[src/rtl/full_adder.sv]
// full_adder: parameterizable ripple-carry adder built from per-bit full-adder
// cells, with a zero-latency combinational result and a one-cycle registered
// copy qualified by a valid flag.
//
// Optional feature macro: FULL_ADDER_OVERFLOW_EN
//   When defined, adds signed two's-complement overflow outputs ovf / ovf_q.
//
// Parameters:
//   WIDTH      operand width in bits, 1..64 (default 1 = classic full adder)
//
// Ports:
//   clk        rising-edge clock, registered path only
//   rst        synchronous active-high reset, clears registered path only
//   a, b       unsigned operands [WIDTH-1:0]
//   cin        carry-in to bit 0
//   in_valid   qualifies a/b/cin for capture into the registered path
//   sum        combinational a+b+cin modulo 2^WIDTH
//   carry      combinational carry-out of the MSB cell
//   sum_q      registered sum
//   carry_q    registered carry
//   out_valid  registered in_valid
//   ovf        (macro only) combinational signed overflow
//   ovf_q      (macro only) registered signed overflow
module full_adder #(
  parameter int WIDTH = 1
) (
  input  logic             clk,
  input  logic             rst,
  input  logic [WIDTH-1:0] a,
  input  logic [WIDTH-1:0] b,
  input  logic             cin,
  input  logic             in_valid,
  output logic [WIDTH-1:0] sum,
  output logic             carry,
  output logic [WIDTH-1:0] sum_q,
  output logic             carry_q,
`ifdef FULL_ADDER_OVERFLOW_EN
  output logic             ovf,
  output logic             ovf_q,
`endif
  output logic             out_valid
);

  // c[i] is the carry into cell i; c[WIDTH] is the final carry-out.
  logic [WIDTH:0]   c;
  logic [WIDTH-1:0] s;

  always_comb begin
    c    = '0;
    s    = '0;
    c[0] = cin;
    for (int i = 0; i < WIDTH; i++) begin
      s[i]   = a[i] ^ b[i] ^ c[i];
      c[i+1] = (a[i] & b[i]) | (a[i] & c[i]) | (b[i] & c[i]);
    end
  end

  assign sum   = s;
  assign carry = c[WIDTH];

`ifdef FULL_ADDER_OVERFLOW_EN
  // Carry into the MSB differs from carry out of it exactly when the signed
  // result does not fit. For WIDTH=1 the carry into the MSB is cin itself.
  assign ovf = c[WIDTH] ^ c[WIDTH-1];
`endif

  // sum_q/carry_q hold when nothing is captured; out_valid is a one-cycle
  // pulse per captured sample.
  always_ff @(posedge clk) begin
    if (rst) begin
      sum_q     <= '0;
      carry_q   <= 1'b0;
      out_valid <= 1'b0;
`ifdef FULL_ADDER_OVERFLOW_EN
      ovf_q     <= 1'b0;
`endif
    end else if (in_valid) begin
      sum_q     <= sum;
      carry_q   <= carry;
      out_valid <= 1'b1;
`ifdef FULL_ADDER_OVERFLOW_EN
      ovf_q     <= ovf;
`endif
    end else begin
      out_valid <= 1'b0;
    end
  end

endmodule

[config.mk]
export PLATFORM = sky130hd
export DESIGN_NAME = full_adder
export DESIGN_NICKNAME = d
export VERILOG_FILES = /design/src/rtl/full_adder.sv
export SDC_FILE = /design/constraint.sdc
export NUM_CORES = 1
export LEC_CHECK = 0
export CORE_AREA = 2 2 39 41
export CTS_CLUSTER_DIAMETER = 40
export DETAILED_ROUTE_END_ITERATION = 8
export DIE_AREA = 0 0 41 43
export PLACE_DENSITY = 0.39
export SLEW_MARGIN = 20
export SYNTH_ARGS = -nofsm -noshare
export SYNTH_HDL_FRONTEND = slang
export SYNTH_SLANG_ARGS = --single-unit
[constraint.sdc]
create_clock -name clk -period 1.6 [get_ports clk]
set_input_delay 0.32 -clock clk [delete_from_list [all_inputs] [get_ports clk]]
set_output_delay 0.32 -clock clk [all_outputs]
set_load 0.005 [all_outputs]
[Word-level counts from Yosys, hierarchy flattened]
Index checks and enable logic that the tools add are counted.
Storage, ports and cells
  output and inout port bits: 5
  register bits after elaboration: 3
Operators by class
  muxes and demuxes: 1
  bitwise operators: 7
Operators by type and width (count)
  1-bit AND: 3
  1-bit OR: 2
  1-bit XOR: 2
  1-bit two-way mux: 1

[Logic depth before layout (Yosys ltp)]
  depth in word-level cells: 3
  depth in mapped cells: 3

[Least setup slack after synthesis]
No wires, ideal clock.
  path kind: in2out
  start: input port a
  end: output port sum
  buffers on the path: 0
  slack: 0.407 ns
  data required time: 1.280 ns
  arrival: 0.873 ns
  stages: 1
  cell sequence: fa_1
On the way
  word-level cells in the longest chain between the ends: 2
RTL lines
  start: declaration: RTL line 29  | input logic [WIDTH-1:0] a,
  1-bit XOR (2 in series): RTL line 53  | s[i] = a[i] ^ b[i] ^ c[i];
  end: declaration: RTL line 33  | output logic [WIDTH-1:0] sum,
Every way passes these cells.

[Worst setup path in the final report]
  start: input port b
  end: output port sum
On the way
  word-level cells in the longest chain between the ends: 2
RTL lines
  start: declaration: RTL line 30  | input logic [WIDTH-1:0] b,
  1-bit XOR (2 in series): RTL line 53
Every way passes these cells.

==> summary.txt <==
Power
  – Total power divided by cell area: 1012 nW/um^2
  – Combinational share of power: 18.1%
  – Internal cell power: 205.9 uW
  – Power consumption: 264.6 uW
  – Max rail drop VDD: 0.3748 mV
  – Sequential Power Share: 31.5%
  – Clock Power Share: 50.4%
  – Leak: 0.0001116 uW
  – Switching pwr: 58.78 uW
  – Switching share of power: 22.21%

Global routing
  – Global route total overflow: 0
  – First-pass GRT wire length: 538 um
  – Global-route usage over all layers: 5.327%
  – Initial antenna violation count: 0
  – Number of global-route vias before repair: 124
  – Largest net degree at the start of global routing: 4

Timing
  – Post-Route Setup TNS: 0 ps
  – Crit path time final: 1556 ps
  – Final worst-path setup slack: 43.63 ps
  – Achievable clock frequency: 642.5 MHz
  – Worst hold margin: 500.9 ps
  – Slew headroom: 91.92%
  – Final Hold Viols: 0
  – Tightest Pin Transition: 117.8 ps
  – Fin crit share: 97.27%
  – Final slew viol count: 0
  – Worst Skew: 0 ps
  – Unrepaired setup endpoints after global routing: no
  – Final setup viols: 0

Job
  – Max Cap Viol: 0

Cells and area
  – Commonest non-fill, non-tap cell in the layout: clkdlybuf4s50_1
  – Share of layout cells above drive strength 1: 25.00%
  – Area Overhead vs Synth: 129.7%
  – Number of antenna diodes: 0
  – Final net count: 32
  – Most frequent cells in the layout: 5 x clkdlybuf4s50_1, 3 x dfxtp_1, 3 x clkbuf_4, 3 x dlygate4sd2_1
  – # fillers: 155

Min path
  – Worst Hold End: sum_q$_SDFFE_PP0P_
  – Hold Path Cell Cnt: 2
  – Worst min path class: flop to flop
  – Hold path start: sum_q$_SDFFE_PP0P_

Worst setup path
  – Reg2reg start: carry_q$_SDFFE_PP0P_
  – Worst Path Required: 1280 ps
  – Slowest stage delay, CP: 550 ps
  – CP Class: input port to primary output
  – Reg2Reg Capture Point: carry_q$_SDFFE_PP0P_
  – Slowest CP cell: fa_2
  – Worst r2r path cells: 2
  – Critical Path End Type: primary output
  – Highest net fanout along the worst path: 2
  – R2r setup slk: 1000 ps
  – Startpoint types: input port
  – Data arrival time of the worst path: 1240 ps
  – Crit path cell chain: dlygate4sd2_1 > fa_2 > buf_2

Die
  – DIE WIDTH: 41 um
  – Std cell rows: 14
  – Die area: 1763 um^2
  – DIE HEIGHT: 43 um
  – Initial core utilization: 8.228%
  – Core area: 1384 um^2
  – I/O pin cnt: 11

Synth
  – Yosys synthesis warning count: 0
  – Yosys cell types: 5
  – Post-Synthesis Net Count: 16
  – Cell area after synthesis: 113.9 um^2
  – Mapped Cells: 9
  – Register area share after synthesis: 52.75%
  – Avg Inst Size Synth: 12.65 um^2
  – Flops & latches, synth: 3

Routing
  – DRT antenna net count: 0
  – DRC Markers: 0
  – Vias/cell: 3.025
  – Routed wire per std cell: 7.675 um
  – 1st-iter DRT viols: 2
  – Via count: 121
  – WL final: 307 um
  – Pre-Repair DR Iteration Count: 2

Clocking
  – Deepest clock path buffer count: 2
  – Clock-pin slew on the worst setup and hold paths: 40 ps
  – CTS tree: done
  – Clk root buf: clkbuf_4
  – Clock latency on the worst-skew pair: 230 ps
  – CTS H-Tree Depth: 1
  – Sink Count: 3
  – CTS Buf Count: 3
  – Setup bufs post-CTS: 0

Place
  – Placer Congestion: 0.5790
  – PortBufs: 10
  – Place WS: -578.3 ps

Run status
  – Status: complete, no violations
[worst max-delay path: cells and delay by family]
family | cells | cell delay (ps)
adders and majority gates | 1 | 550
buffers and inverters | 2 | 360
[synth_stat cells]
cell,n,area share (%)
nor2_1,2,6.6
nor2b_1,1,5.5
fa_1,1,18
mux2i_1,2,18
dfxtp_1,3,53
[registers in the layout, indices dropped and copies added, names as in the netlist]
name / count
out_valid: 1
sum_q: 1
carry_q: 1
[power groups by stage]
stage	clock [uW]	sequential [uW]	combinational [uW]
floorplan	0	84.6	13.1
global placement	0	84.2	53.9
detailed placement	0	84.4	55.4
CTS	141	83.2	48.4
global route	149	83.8	54.3
finish	133	83.2	48.0
[routing by layer]
metal  vias to the layer above  share of wire [%]  GRT usage, %
met4                         0                  0         6.000
met5                         -                  0             0
met3                         0                 20         4.712
li1                         59                  -             -
met2                        11                 31         4.063
met1                        51                 49         7.097
[what timing repair did]
action,4_1_cts,5_1_grt
setup endpoints to repair,2,1
hold endpoints to repair,0,0
gates resized for setup,9,1
hold buffers,0,0
pin swaps,1,1
[per-stage QoR]
stage | utilization, % | cell area (um^2) | cells
after detailed placement | 17.45 | 241.5 | 36
final | 18.90 | 261.5 | 40
after global routing | 18.90 | 261.5 | 40
after global placement | 17.45 | 241.5 | 36
after floorplan | - | 113.9 | 9
after CTS | 18.81 | 260.3 | 40
[worst max path at each step]
stage                     from   to  slack [ps]
after floorplan              a  sum         410
after global placement       a  sum        -550
after detailed placement     a  sum        -580
after CTS                  cin  sum           7
after global routing         b  sum          10
final                        b  sum          40
[area by class of cell]
type	instances	area, um^2	share of cell area [%]
multi-input cells	6	56.30	21.53
flip-flops and latches	3	60.06	22.97
repair buffers	11	98.84	37.80
well taps	16	20.02	7.655
clock buffers	4	26.28	10.05
[kinds of logic (layout without fill, tap and decap cells)]
logic type	Yosys count	in the layout	synth area share (%)
DFF	3	3	52.75
and+or+nand+nor	3	3	12.09
muxes	2	2	17.58
adders and majority gates	1	1	17.58
buffers and inverters	0	15	0
(Power assumes the default switching activity.)
